File: config.mk
export PLATFORM = sky130hd
export DESIGN_NAME = rcpu_io_uart_flat
export DESIGN_NICKNAME = d
export VERILOG_FILES = /design/src/rtl/rcpu_io_uart_if.sv /design/src/rtl/rcpu_io_uart.sv /design/src/flat_wrapper.sv
export SDC_FILE = /design/constraint.sdc
export NUM_CORES = 1
export LEC_CHECK = 0
export CORE_ASPECT_RATIO = 1.4
export CORE_MARGIN = 1.5
export CORE_UTILIZATION = 45
export DETAILED_ROUTE_END_ITERATION = 6
export GPL_ROUTABILITY_DRIVEN = 0
export HOLD_SLACK_MARGIN = 0.1
export MAX_ROUTING_LAYER = met4
export PLACE_DENSITY = 0.63
export SYNTH_ARGS = -nofsm -noshare
export SYNTH_HDL_FRONTEND = slang
export SYNTH_SLANG_ARGS = --single-unit
export TNS_END_PERCENT = 10
File: constraint.sdc
create_clock -name clk -period 3.7 [get_ports clk]
set_input_delay 0.74 -clock clk [delete_from_list [all_inputs] [get_ports clk]]
set_output_delay 0.74 -clock clk [all_outputs]
set_load 0.02 [all_outputs]
File: src/rtl/rcpu_io_uart_if.sv
// rcpu_io_uart_if
// IO bus between the RCPU core and its UART peripheral. The core issues
// single-cycle read/write strobes with a word-aligned address; the peripheral
// answers reads with registered data one cycle later.
//   io_read_enable   core -> periph  read strobe
//   io_write_enable  core -> periph  write strobe
//   io_address       core -> periph  16-bit register address (multiple of 4)
//   io_write_data    core -> periph  16-bit write data
//   io_read_data     periph -> core  16-bit registered read data
interface rcpu_io_uart_if;
    logic        io_read_enable;
    logic        io_write_enable;
    logic [15:0] io_address;
    logic [15:0] io_write_data;
    logic [15:0] io_read_data;

    modport master (
        output io_read_enable,
        output io_write_enable,
        output io_address,
        output io_write_data,
        input  io_read_data
    );

    modport slave (
        input  io_read_enable,
        input  io_write_enable,
        input  io_address,
        input  io_write_data,
        output io_read_data
    );
endinterface

File: src/rtl/rcpu_io_uart.sv
// rcpu_io_uart
// IO-bus UART peripheral for the RCPU core: an 8N1 transmitter fed by a byte
// FIFO, an 8N1 receiver with a one-byte holding register, and a status
// register for polling.
//   clk      system clock
//   reset    synchronous, active-high reset
//   bus      IO bus (slave side): strobes, address, write data, read data
//   uart_tx  serial output, idle high
//   uart_rx  asynchronous serial input
// Register map: 0x0000 TXDATA, 0x0004 RXDATA, 0x0008 STATUS.
module rcpu_io_uart #(
    parameter int CLKS_PER_BIT = 104,
    parameter int TX_DEPTH     = 8
) (
    input  logic          clk,
    input  logic          reset,
    rcpu_io_uart_if.slave bus,
    output logic          uart_tx,
    input  logic          uart_rx
);

    localparam int AW = $clog2(TX_DEPTH);
    localparam int CW = $clog2(CLKS_PER_BIT);

    localparam logic [CW-1:0] CNT_MAX  = CW'(CLKS_PER_BIT - 1);
    localparam logic [CW-1:0] CNT_HALF = CW'(CLKS_PER_BIT / 2 - 1);
    localparam logic [AW:0]   DEPTH    = (AW + 1)'(TX_DEPTH);

    localparam logic [15:0] ADDR_TXDATA = 16'h0000;
    localparam logic [15:0] ADDR_RXDATA = 16'h0004;
    localparam logic [15:0] ADDR_STATUS = 16'h0008;

    localparam logic [1:0] ST_IDLE  = 2'd0;
    localparam logic [1:0] ST_START = 2'd1;
    localparam logic [1:0] ST_DATA  = 2'd2;
    localparam logic [1:0] ST_STOP  = 2'd3;

    // Bus decode
    logic rdRxData, rdStatus, wrTxData;
    assign rdRxData = bus.io_read_enable  && (bus.io_address == ADDR_RXDATA);
    assign rdStatus = bus.io_read_enable  && (bus.io_address == ADDR_STATUS);
    assign wrTxData = bus.io_write_enable && (bus.io_address == ADDR_TXDATA);

    // Only the low byte of write data reaches the FIFO.
    logic unusedWdata;
    assign unusedWdata = ^bus.io_write_data[15:8];

    // TX FIFO state
    logic [7:0]  fifoMem_q [TX_DEPTH];
    logic [AW-1:0] wrPtr_q, rdPtr_q;
    logic [AW:0] fifoCount_q;
    logic        txFull, txEmpty, txPush, txPop, txDrop;

    // TX shifter state
    logic [1:0]    txState_q;
    logic [CW-1:0] txCnt_q;
    logic [2:0]    txBitIdx_q;
    logic [7:0]    txShift_q;
    logic          txOut_q;

    assign txFull  = (fifoCount_q == DEPTH);
    assign txEmpty = (fifoCount_q == '0);

    // The shifter pops when idle or at the very end of a stop bit, which is
    // what lets back-to-back frames run without an idle cycle between them.
    assign txPop  = !txEmpty && ((txState_q == ST_IDLE) ||
                                 ((txState_q == ST_STOP) && (txCnt_q == '0)));
    // A pop in the same cycle frees an entry, so a push into a full FIFO
    // still lands in that case.
    assign txPush = wrTxData && (!txFull || txPop);
    assign txDrop = wrTxData && txFull && !txPop;

    // FIFO pointers and occupancy; pointers wrap naturally at TX_DEPTH.
    always_ff @(posedge clk) begin
        if (reset) begin
            wrPtr_q     <= '0;
            rdPtr_q     <= '0;
            fifoCount_q <= '0;
        end else begin
            if (txPush) wrPtr_q <= wrPtr_q + 1'b1;
            if (txPop)  rdPtr_q <= rdPtr_q + 1'b1;
            fifoCount_q <= fifoCount_q + (AW + 1)'(txPush) - (AW + 1)'(txPop);
        end
    end

    // FIFO storage needs no reset; occupancy decides what is valid.
    always_ff @(posedge clk) begin
        if (txPush) fifoMem_q[wrPtr_q] <= bus.io_write_data[7:0];
    end

    // TX frame sequencer. uart_tx comes straight from txOut_q so the line
    // never glitches.
    always_ff @(posedge clk) begin
        if (reset) begin
            txState_q  <= ST_IDLE;
            txCnt_q    <= '0;
            txBitIdx_q <= '0;
            txShift_q  <= '0;
            txOut_q    <= 1'b1;
        end else begin
            case (txState_q)
                ST_IDLE: begin
                    if (txPop) begin
                        txShift_q <= fifoMem_q[rdPtr_q];
                        txCnt_q   <= CNT_MAX;
                        txOut_q   <= 1'b0;
                        txState_q <= ST_START;
                    end
                end
                ST_START: begin
                    if (txCnt_q == '0) begin
                        txCnt_q    <= CNT_MAX;
                        txBitIdx_q <= '0;
                        txOut_q    <= txShift_q[0];
                        txState_q  <= ST_DATA;
                    end else begin
                        txCnt_q <= txCnt_q - 1'b1;
                    end
                end
                ST_DATA: begin
                    if (txCnt_q == '0) begin
                        txCnt_q <= CNT_MAX;
                        if (txBitIdx_q == 3'd7) begin
                            txOut_q   <= 1'b1;
                            txState_q <= ST_STOP;
                        end else begin
                            txBitIdx_q <= txBitIdx_q + 1'b1;
                            txShift_q  <= txShift_q >> 1;
                            txOut_q    <= txShift_q[1];
                        end
                    end else begin
                        txCnt_q <= txCnt_q - 1'b1;
                    end
                end
                default: begin
                    if (txCnt_q == '0) begin
                        if (txPop) begin
                            txShift_q <= fifoMem_q[rdPtr_q];
                            txCnt_q   <= CNT_MAX;
                            txOut_q   <= 1'b0;
                            txState_q <= ST_START;
                        end else begin
                            txState_q <= ST_IDLE;
                        end
                    end else begin
                        txCnt_q <= txCnt_q - 1'b1;
                    end
                end
            endcase
        end
    end

    assign uart_tx = txOut_q;

    // RX synchronizer plus one extra flop for falling-edge detection.
    // All reset high so an idle line never looks like a start bit.
    logic rxSync1_q, rxSync2_q, rxLast_q, rxFall;
    always_ff @(posedge clk) begin
        if (reset) begin
            rxSync1_q <= 1'b1;
            rxSync2_q <= 1'b1;
            rxLast_q  <= 1'b1;
        end else begin
            rxSync1_q <= uart_rx;
            rxSync2_q <= rxSync1_q;
            rxLast_q  <= rxSync2_q;
        end
    end
    assign rxFall = rxLast_q && !rxSync2_q;

    logic [1:0]    rxState_q;
    logic [CW-1:0] rxCnt_q;
    logic [2:0]    rxBitIdx_q;
    logic [7:0]    rxShift_q;
    logic          rxDone;

    // Completed frame with a valid stop bit; framing errors never raise it.
    assign rxDone = (rxState_q == ST_STOP) && (rxCnt_q == '0) && rxSync2_q;

    // RX frame sequencer: half a bit after the falling edge checks the start
    // bit, then every full bit period samples the next bit near its centre.
    always_ff @(posedge clk) begin
        if (reset) begin
            rxState_q  <= ST_IDLE;
            rxCnt_q    <= '0;
            rxBitIdx_q <= '0;
            rxShift_q  <= '0;
        end else begin
            case (rxState_q)
                ST_IDLE: begin
                    if (rxFall) begin
                        rxCnt_q   <= CNT_HALF;
                        rxState_q <= ST_START;
                    end
                end
                ST_START: begin
                    if (rxCnt_q == '0) begin
                        if (rxSync2_q) begin
                            rxState_q <= ST_IDLE;
                        end else begin
                            rxCnt_q    <= CNT_MAX;
                            rxBitIdx_q <= '0;
                            rxState_q  <= ST_DATA;
                        end
                    end else begin
                        rxCnt_q <= rxCnt_q - 1'b1;
                    end
                end
                ST_DATA: begin
                    if (rxCnt_q == '0) begin
                        rxShift_q <= {rxSync2_q, rxShift_q[7:1]};
                        rxCnt_q   <= CNT_MAX;
                        if (rxBitIdx_q == 3'd7) begin
                            rxState_q <= ST_STOP;
                        end else begin
                            rxBitIdx_q <= rxBitIdx_q + 1'b1;
                        end
                    end else begin
                        rxCnt_q <= rxCnt_q - 1'b1;
                    end
                end
                default: begin
                    if (rxCnt_q == '0) begin
                        rxState_q <= ST_IDLE;
                    end else begin
                        rxCnt_q <= rxCnt_q - 1'b1;
                    end
                end
            endcase
        end
    end

    // Read mux; STATUS shows flag values from before any clear this cycle.
    logic [7:0]  rxByte_q;
    logic        rxValid_q, rxOverrun_q, txOverflow_q;
    logic [15:0] readData_q;
    logic [15:0] readMux;

    always_comb begin
        readMux = '0;
        case (bus.io_address)
            ADDR_RXDATA: readMux = {8'h00, rxByte_q};
            ADDR_STATUS: readMux = {11'b0, txOverflow_q, rxOverrun_q,
                                    rxValid_q, txEmpty, txFull};
            default:     readMux = '0;
        endcase
    end

    // Read data register and sticky flags. A new event in the same cycle as
    // a STATUS read wins over the clear so it is not lost. A frame that
    // completes while RXDATA is being read is not an overrun: the old byte
    // is consumed by that read.
    always_ff @(posedge clk) begin
        if (reset) begin
            readData_q   <= '0;
            rxByte_q     <= '0;
            rxValid_q    <= 1'b0;
            rxOverrun_q  <= 1'b0;
            txOverflow_q <= 1'b0;
        end else begin
            if (bus.io_read_enable) readData_q <= readMux;

            if (rxDone) begin
                rxByte_q  <= rxShift_q;
                rxValid_q <= 1'b1;
            end else if (rdRxData) begin
                rxValid_q <= 1'b0;
            end

            if (rdStatus) begin
                rxOverrun_q  <= 1'b0;
                txOverflow_q <= 1'b0;
            end
            if (rxDone && rxValid_q && !rdRxData) rxOverrun_q <= 1'b1;
            if (txDrop) txOverflow_q <= 1'b1;
        end
    end

    assign bus.io_read_data = readData_q;

endmodule

File: src/flat_wrapper.sv
// flat-port wrapper written by rule: the top's interface ports become plain ports
module rcpu_io_uart_flat 
#(
    parameter int CLKS_PER_BIT = 104,
    parameter int TX_DEPTH     = 8
)
  (clk, reset, uart_tx, uart_rx, bus_io_read_enable, bus_io_write_enable, bus_io_address, bus_io_write_data, bus_io_read_data);
  rcpu_io_uart_if bus_i ();
  input  logic clk;
  input  logic reset;
  output logic uart_tx;
  input  logic uart_rx;
  input wire logic [$bits(bus_i.io_read_enable)-1:0] bus_io_read_enable;
  input wire logic [$bits(bus_i.io_write_enable)-1:0] bus_io_write_enable;
  input wire logic [$bits(bus_i.io_address)-1:0] bus_io_address;
  input wire logic [$bits(bus_i.io_write_data)-1:0] bus_io_write_data;
  output wire logic [$bits(bus_i.io_read_data)-1:0] bus_io_read_data;
  assign bus_i.io_read_enable = bus_io_read_enable;
  assign bus_i.io_write_enable = bus_io_write_enable;
  assign bus_i.io_address = bus_io_address;
  assign bus_i.io_write_data = bus_io_write_data;
  assign bus_io_read_data = bus_i.io_read_data;
  rcpu_io_uart #(.CLKS_PER_BIT(CLKS_PER_BIT), .TX_DEPTH(TX_DEPTH)) u_core (.clk(clk), .reset(reset), .bus(bus_i), .uart_tx(uart_tx), .uart_rx(uart_rx));
endmodule
==> flow_metrics.tcl, run 1 <==
set metrics [dict create \
    syn_area_per_cell_um2 10.6 \
    finalHoldViolations 0 \
    area_delta_synth_final_pct 17.6 \
    ant_nets 0 \
    grt_pass1_wl_um 21300 \
    grt_max_degree 54 \
    finalClockSkew_ns 0.00967 \
    clock_latency_ns 0.42 \
    numCtsBuffers 17 \
    root_buffer "clkbuf_16" \
    finalCritPeriodShare_pct 79.8 \
    crit_type "in2reg" \
    grt_usage_pct 18.7 \
    status "complete, no violations" \
    ys_ff_latch 140 \
    port_buffers 37 \
    start_util_pct 45.9 \
    fp.dieH_um 144 \
    netlist_instances 600 \
    syn_area_mm2 0.00639 \
    worst_slack_ns 0.749 \
    path_clk_slew_ns 0.06 \
    rows 51 \
    cts_resized 0 \
    wl_um 12900 \
    antenna_found_initial 0 \
    min_path_type "reg2reg" \
    detail_route.wl_per_cell_um 15.3 \
    htreeDepth 4 \
    fin_nets 707 \
    p_total_mw 5.42 \
    max_slew.worst_pin.slew_ns 1.01 \
    cts_max_path_buffers 2 \
    fillers 1258 \
    dpl_cell_area_mm2 0.00693 \
    post-route-cell-area_mm2 0.00751 \
    vias 4601 \
    place_ws_ns 0.305 \
    vias_per_cell 5.46 \
    fin_util_pct 54.0 \
    rsz0062_at_grt "false" \
    drtIter0Drc 204 \
    drive_above_1_share_pct 9.73 \
    synth-edff-count 64 \
    ioPinCount 54 \
    placed_cells 811 \
    cts_setup_buffers 0 \
    relSlewSlack_pct 33.0 \
    timing.hold.ws_ns 0.408 \
    synthFlopType "dfxtp_1" \
    ys_seq_area_share_pct 53.9 \
    num_antenna_cells 0 \
    critPathMaxFanout 6 \
    finalSetupTns_ns 0 \
    drc 0 \
    die_area_mm2 0.0149 \
    fin_cells 843 \
    grt_overflow 0 \
    grt_pass1_vias 4487 \
    die_w_um 104 \
    worst_setup_path_start_kind "input pin" \
    core_area_mm2 0.0139 \
    crit_arrival_ns 3.24 \
    drv_slew 0 \
    r2r_cells 7 \
    synth_cell_type_count 67 \
    mostFrequentLayoutCell "dfxtp_1" \
    drt-pass1-iter-count 4 \
    fmax_ghz 0.339 \
    final-setup-viol-count 0 \
    power.density_cell_area_mw_per_mm2 721 \
    period_minus_slack_ns 2.95 \
    holdPathStages 1 \
    worstPathRequired_ns 3.98 \
    p_leak_nw 2.69 \
    ir_worst_vdd_uv 343 \
    layout_common_cells "dfxtp_1, edfxtp_1, a21oi_1, nand2_1, nor2_1" \
    cts_tree "yes" \
    ys_warn_count 0 \
    async_flop_share_pct 0 \
    place_hpwl_um 9040 \
    postCtsHoldBufs 0 \
    clock_sinks 140 \
    end_kind "flip-flop" \
    maxCapViolCount 0 \
]
power breakdown:
part | switching, mW | internal, mW | total, mW
registers | 0.190 | 1.77 | 1.96
clock network | 0.672 | 1.00 | 1.68
logic | 1.04 | 0.737 | 1.78
total | 1.90 | 3.51 | 5.42
critical path, stage by stage:
cell,delay (ns)
clkdlybuf4s50_1,0.40
nor4_1,0.27
nand4_1,0.22
or4b_1,0.64
nor2_1,0.13
ha_1,0.17
inv_1,0.06
fa_1,0.40
xor2_1,0.14
nor2_1,0.05
metal layers:
layer	vias up	GRT usage, %	routed length (um)
li1	2284	-	-
met5	-	-	0
met1	2209	18.4	5030
met3	33	3.99	394
met2	75	34.4	6990
met4	0	10.5	504
final cells by class:
class | instances | area, um^2 | area share [%]
sequential | 140 | 3440 | 45.8
tap | 185 | 231 | 3.08
timing repair buffer | 53 | 485 | 6.46
multi-input combinational | 409 | 2680 | 35.6
inverter | 24 | 90.1 | 1.20
clock inverter | 14 | 158 | 2.10
clock buffer | 18 | 429 | 5.71
worst paths after layout:
path / slack [ns] / from / end
hold reg to reg: 0.41 / u_core.rxSync1_q$_SDFF_PP1_ / u_core.rxSync2_q$_SDFF_PP1_
setup / recovery: 0.75 / bus_io_address[6] / u_core.fifoCount_q[2]$_SDFF_PP0_
setup reg to reg: 0.81 / u_core.txState_q[1]$_SDFFE_PP0P_ / u_core.fifoMem_q[0][6]$_DFFE_PP_
hold / removal: 0.41 / u_core.rxSync1_q$_SDFF_PP1_ / u_core.rxSync2_q$_SDFF_PP1_
cell usage after synthesis, types with 4 or more instances:
cell	count	share of area, %
a2111oi_0	9	1.2
a31oi_1	4	0.39
nor4_1	4	0.39
nor2_1	48	2.8
nor3_1	11	0.86
and3_1	4	0.39
a21oi_1	58	4.5
a22oi_1	6	0.71
nand2b_1	10	0.98
nand3_1	18	1.4
o21ai_0	18	1.4
a22o_1	11	1.5
nor2b_1	15	1.5
a211oi_1	13	1.5
or2_2	4	0.39
buf_4	9	1.1
ha_1	24	4.7
nand2_1	50	2.9
mux2i_1	30	4.7
dfxtp_1	76	24
and2_1	4	0.39
inv_1	24	1.4
edfxtp_1	64	30
clkbuf_1	17	1.0
state kept, by name (all words and copies together), names as in the netlist, 2 cells and up, named ones only:
register	count
u_core.rdPtr_q	3
u_core.rxState_q	2
u_core.wrPtr_q	3
u_core.rxCnt_q	7
u_core.txCnt_q	7
u_core.txBitIdx_q	3
u_core.fifoMem_q	64
u_core.txState_q	2
u_core.rxByte_q	8
u_core.fifoCount_q	4
u_core.rxShift_q	8
u_core.rxBitIdx_q	3
u_core.bus.io_read_data	8
u_core.txShift_q	8
cell families (layout without fill, tap and decap cells):
| logic type | after synthesis | in the layout | synth area share (%) |
|---|---|---|---|
| AND/OR/NAND/NOR | 191 | 191 | 15.1 |
| AO/OA/AOI/OAI | 149 | 149 | 15.7 |
| flip-flops | 140 | 140 | 53.9 |
| buffers and inverters | 58 | 109 | 4.62 |
| multiplexers | 32 | 32 | 5.05 |
| adder cells (fa/ha/maj) | 25 | 25 | 5.01 |
| XOR/XNOR | 4 | 4 | 0.549 |
| other | 1 | 8 | 0.0587 |
(Power assumes the default switching activity.)
==> inputs of run 2 (changes only) <==
PLACE_DENSITY = 0.65   (was 0.63)
clock period = 2.7 ns   (was 3.7 ns; I/O delays follow)
==> run 2 against run 1 <==
Final cell count rose by 2.1%; clock skew shrank 0.0024 ns; combinational power grew 51%; count of clock-buffer cells in the layout down 1; critical path depth unchanged; register-to-register slack got worse by 0.64 ns; highest routed layer unchanged; worst setup slack lost 0.62 ns; critical endpoint unchanged.
==> flow_metrics.tcl, run 2 (synthesized netlist as in run 1, its figures left out) <==
set metrics [dict create \
    core_area_mm2 0.0139 \
    p_total_mw 7.70 \
    port_buffers 37 \
    drt-pass1-iter-count 4 \
    num_antenna_cells 0 \
    start_util_pct 45.9 \
    clock_latency_ns 0.41 \
    root_buffer "clkbuf_16" \
    drv_slew 0 \
    critPathMaxFanout 3 \
    cts_max_path_buffers 2 \
    reg2reg_from "u_core.txState_q[1]$_SDFFE_PP0P_" \
    crit_arrival_ns 2.87 \
    clock_power_share_pct 30.5 \
    die_area_mm2 0.0149 \
    placed_cells 829 \
    wl_um 13400 \
    grt_overflow 0 \
    cts_tree "yes" \
    fin_util_pct 55.3 \
    clock_sinks 140 \
    p_int_mw 4.99 \
    top_register "u_core.fifoMem_q" \
    p_comb_share_pct 34.9 \
    layout_common_cells "dfxtp_1, edfxtp_1, a21oi_1, nand2_1, nor2_1" \
    period_minus_slack_ns 2.58 \
    detail_route.wl_per_cell_um 15.5 \
    p_sw_mw 2.71 \
    switching_share_pct 35.2 \
    finalCritPeriodShare_pct 95.4 \
    antenna_found_initial 0 \
    largest_reg_flops 64 \
    grt_pass1_wl_um 21800 \
    fin_nets 725 \
    max_slew.worst_pin.slew_ns 0.758 \
    grt_usage_pct 19.2 \
    drc 0 \
    fillers 1261 \
    end_kind "flip-flop" \
    final-setup-viol-count 0 \
    vias 4641 \
    grt_max_degree 39 \
    htreeDepth 4 \
    drive_above_1_share_pct 13.3 \
    die_w_um 104 \
    fin_cells 861 \
    mostFrequentLayoutCell "dfxtp_1" \
    fp.dieH_um 144 \
    grt_pass1_vias 4612 \
    ant_nets 0 \
    holdPathStages 1 \
    path_clk_slew_ns 0.06 \
    regToRegSetupSlack_ns 0.17 \
    min_path_type "reg2reg" \
    numCtsBuffers 17 \
    drtIter0Drc 226 \
    min_from "u_core.rxSync1_q$_SDFF_PP1_" \
    place_hpwl_um 9200 \
    power.density_cell_area_mw_per_mm2 1000 \
    seqPwrFrac_pct 34.6 \
    worstPathRequired_ns 2.99 \
    maxCapViolCount 0 \
    r2r_end "u_core.fifoCount_q[2]$_SDFF_PP0_" \
    p_leak_nw 2.80 \
    status "complete, no violations" \
    rows 51 \
    area_delta_synth_final_pct 20.5 \
    ir_worst_vdd_uv 490 \
    fmax_ghz 0.388 \
    ioPinCount 54 \
    vias_per_cell 5.39 \
    finalHoldViolations 0 \
    finalClockSkew_ns 0.00727 \
    r2r_cells 10 \
    relSlewSlack_pct 49.5 \
    crit_type "in2reg" \
    worst_setup_path_start_kind "input pin" \
    worstHoldEndpoint "u_core.rxSync2_q$_SDFF_PP1_" \
]
==> run 2: cell count changes in the layout (fill, tap and decap cells not counted), sizes merged <==
cell,before,now
clkinvlp,4,2
buf,17,35
clkbuf,18,17
inv,30,33
==> run 2: area by class of cell <==
cell class	count	area, um^2	share of cell area [%]
sequential	140	3440	44.7
multi-input combinational	409	2710	35.2
timing repair buffer	71	621	8.06
clock buffer	17	425	5.53
tap	185	231	3.01
clock inverter	15	175	2.28
inverter	24	90.1	1.17
==> run 2: worst max-delay path by stage <==
stage                     depth (start not counted)  slack [ns]          startpoint                               end
after floorplan                                   5       -0.05   bus_io_address[1]  u_core.fifoMem_q[4][0]$_DFFE_PP_
after global placement                           10       -0.34   bus_io_address[1]  u_core.fifoCount_q[2]$_SDFF_PP0_
after detailed placement                         10       -0.36  bus_io_address[10]  u_core.fifoCount_q[2]$_SDFF_PP0_
after CTS                                        10        0.08  bus_io_address[10]  u_core.fifoCount_q[2]$_SDFF_PP0_
after global routing                             10      -0.003   bus_io_address[6]  u_core.fifoCount_q[2]$_SDFF_PP0_
final                                            10        0.12   bus_io_address[1]  u_core.fifoCount_q[2]$_SDFF_PP0_
==> run 2: worst max-delay path, stage by stage <==
cell,delay (ns)
clkdlybuf4s50_1,0.40
nor4_1,0.28
nand4_1,0.16
or4b_4,0.55
nor2_1,0.11
ha_1,0.17
inv_1,0.06
fa_1,0.40
xor2_1,0.14
nor2_1,0.06
==> run 2: repair_timing <==
action | CTS | global route
hold buffers | 0 | 0
buffers inserted | 0 | 0
resized for setup | 0 | 6
setup endpoints to repair | 0 | 67
==> run 2: power groups by stage <==
stage | clock (mW) | sequential, mW | combinational [mW]
floorplan | 0 | 2.60 | 2.00
global placement | 0 | 2.69 | 2.55
detailed placement | 0 | 2.70 | 2.64
CTS | 2.39 | 2.66 | 2.67
global route | 2.48 | 2.70 | 2.98
finish | 2.35 | 2.66 | 2.68
==> run 2: metal layers <==
layer  track usage, %  wire length, um
met1             19.4             5360
met2             35.6             7410
met3             4.04              299
met4             9.06              325
met5                -                0
==> run 2: metrics by stage <==
| step | TNS [ns] | hold slack [ns] | instance area, um^2 | worst slack (ns) |
|---|---|---|---|---|
| after floorplan | -1.29 | 0.389 | 6420 | -0.0544 |
| after global placement | -14.46 | 0.395 | 7070 | -0.343 |
| after detailed placement | -14.06 | 0.407 | 7070 | -0.361 |
| after CTS | 0 | 0.423 | 7670 | 0.0811 |
| after global routing | -0.00261 | 0.444 | 7700 | -0.00261 |
| final | 0 | 0.422 | 7700 | 0.124 |
==> inputs of run 3 (changes only) <==
CTS_BUF_LIST = sky130_fd_sc_hd__clkbuf_4 sky130_fd_sc_hd__clkbuf_8 sky130_fd_sc_hd__clkbuf_16   (was unset)
GPL_TIMING_DRIVEN = 0   (was unset)
==> run 3 against run 2 <==
Design area up 2.2%; count of clock-buffer cells in the layout up 1; sequential power is 2% lower; sequential share of layout area fell by 0.96 points; worst setup slack worse by 0.065 ns; largest cell class unchanged; largest power group unchanged.
==> flow_metrics.tcl, run 3 (synthesized netlist as in run 1, its figures left out) <==
set metrics [dict create \
    status "complete, no violations" \
    start_util_pct 45.9 \
    numCtsBuffers 17 \
    cts_tree "yes" \
    core_area_mm2 0.0139 \
    vias 4817 \
    grt_overflow 0 \
    p_leak_nw 2.86 \
    cp_cell_sequence "clkdlybuf4s50_1 -> nor4_1 -> nand4_1 -> or4b_4 -> or3_4 -> nor3_4 -> buf_12" \
    path_clk_slew_ns 0.06 \
    clock_latency_ns 0.42 \
    cp_num_buf_inv 2 \
    r2r_cells 7 \
    grt_pass1_vias 4685 \
    top_register "u_core.fifoMem_q" \
    maxCapViolCount 0 \
    cpPeakStageDelay_ns 0.61 \
    finalClockSkew_ns 0.00987 \
    finalCritPeriodShare_pct 97.8 \
    drc 0 \
    antenna_found_initial 0 \
    die_w_um 104 \
    drt-pass1-iter-count 5 \
    top_usage_layer "met2" \
    detail_route.wl_per_cell_um 16.7 \
    largest_reg_flops 64 \
    worst_setup_path_start_kind "input pin" \
    reg2reg_from "u_core.txState_q[0]$_SDFFE_PP0P_" \
    place_hpwl_um 10000 \
    crit_arrival_ns 2.78 \
    port_buffers 36 \
    worstPathRequired_ns 2.84 \
    finalHoldViolations 0 \
    cts_max_path_buffers 2 \
    max_slew.worst_pin.slew_ns 1.06 \
    worstHoldEndpoint "u_core.rxSync2_q$_SDFF_PP1_" \
    root_buffer "clkbuf_16" \
    num_antenna_cells 0 \
    die_area_mm2 0.0149 \
    min_from "u_core.rxSync1_q$_SDFF_PP1_" \
    drtIter0Drc 182 \
    power.density_cell_area_mw_per_mm2 974 \
    mostFrequentLayoutCell "dfxtp_1" \
    vias_per_cell 5.53 \
    ant_nets 0 \
    grt_max_degree 17 \
    r2r_end "u_core.fifoMem_q[0][3]$_DFFE_PP_" \
    cp-startpoint "bus_io_address[10]" \
    clock_sinks 140 \
    fin_nets 735 \
    met2_usage_pct 37.6 \
    worst_slack_ns 0.0594 \
    ir_worst_vdd_uv 527 \
    final-setup-viol-count 0 \
    p_total_mw 7.66 \
    period_minus_slack_ns 2.64 \
    holdPathStages 1 \
    slowest_stage "or4b_4" \
    grt.met3_usage_pct 4.67 \
    relSlewSlack_pct 28.2 \
    rows 51 \
    layout_common_cells "dfxtp_1, edfxtp_1, a21oi_1, nand2_1, nor2_1" \
    min_path_type "reg2reg" \
    grt_usage_pct 20.7 \
    crit_type "in2reg" \
    grt_use_met1_pct 21.8 \
    regToRegSetupSlack_ns 0.08 \
    critPathTopFamily "simple AND/OR/NAND/NOR gates" \
    htreeDepth 4 \
    fp.dieH_um 144 \
    place_ws_ns -1.09 \
    timing.hold.ws_ns 0.419 \
    grt_pass1_wl_um 23300 \
    ioPinCount 54 \
    postCtsHoldBufs 0 \
    drive_above_1_share_pct 15.0 \
    area_delta_synth_final_pct 23.2 \
    end_kind "flip-flop" \
    drv_slew 0 \
    critPathMaxFanout 8 \
    finalSetupTns_ns 0 \
    wl_um 14500 \
    fmax_ghz 0.379 \
]
-- run 3: metal layers --
metal | wire length [um] | vias up
met2 | 8080 | 82
met1 | 5830 | 2376
li1 | - | 2338
met3 | 325 | 21
met4 | 274 | 0
met5 | 0 | -
-- run 3: through the flow --
stage / utilization [%] / instances / area, um^2
floorplan: - / 607 / 6420
global placement: 50.4 / 828 / 7010
detailed placement: 50.4 / 828 / 7010
CTS: 55.5 / 863 / 7710
global route: 56.5 / 871 / 7870
finish: 56.5 / 871 / 7870
-- run 3: what timing repair did --
action	4_1_cts	5_1_grt
setup endpoints to repair	69	73
pin swaps	7	9
gates resized for setup	26	26
buffers inserted	3	8
cloned	0	0
-- run 3: final cells by class --
| type | instances | area, um^2 |
|---|---|---|
| Multi-Input combinational cell | 409 | 2850 |
| Timing Repair Buffer | 47 | 490 |
| Sequential cell | 140 | 3440 |
| Tap cell | 185 | 231 |
| Buffer | 34 | 208 |
| Fill cell | 1236 | 6040 |
| Clock inverter | 14 | 124 |
| Clock buffer | 18 | 433 |
| Inverter | 24 | 90.1 |
-- run 3: where the power goes --
| part | switching (mW) | internal (mW) |
|---|---|---|
| Combinational | 1.67 | 1.18 |
| Clock | 0.973 | 1.22 |
| Sequential | 0.188 | 2.43 |
| Total | 2.83 | 4.83 |
-- run 3: worst max path at each step --
stage	cells past startpoint	slack [ns]	end
6_report	7	0.06	u_core.fifoMem_q[0][3]$_DFFE_PP_
4_1_cts	8	0.0001	u_core.fifoMem_q[0][4]$_DFFE_PP_
3_3_place_gp	6	-1.02	u_core.fifoMem_q[1][0]$_DFFE_PP_
3_5_place_dp	6	-1.09	u_core.fifoMem_q[1][3]$_DFFE_PP_
5_1_grt	11	-0.02	u_core.fifoCount_q[1]$_SDFF_PP0_
2_1_floorplan	5	-0.05	u_core.fifoMem_q[4][0]$_DFFE_PP_
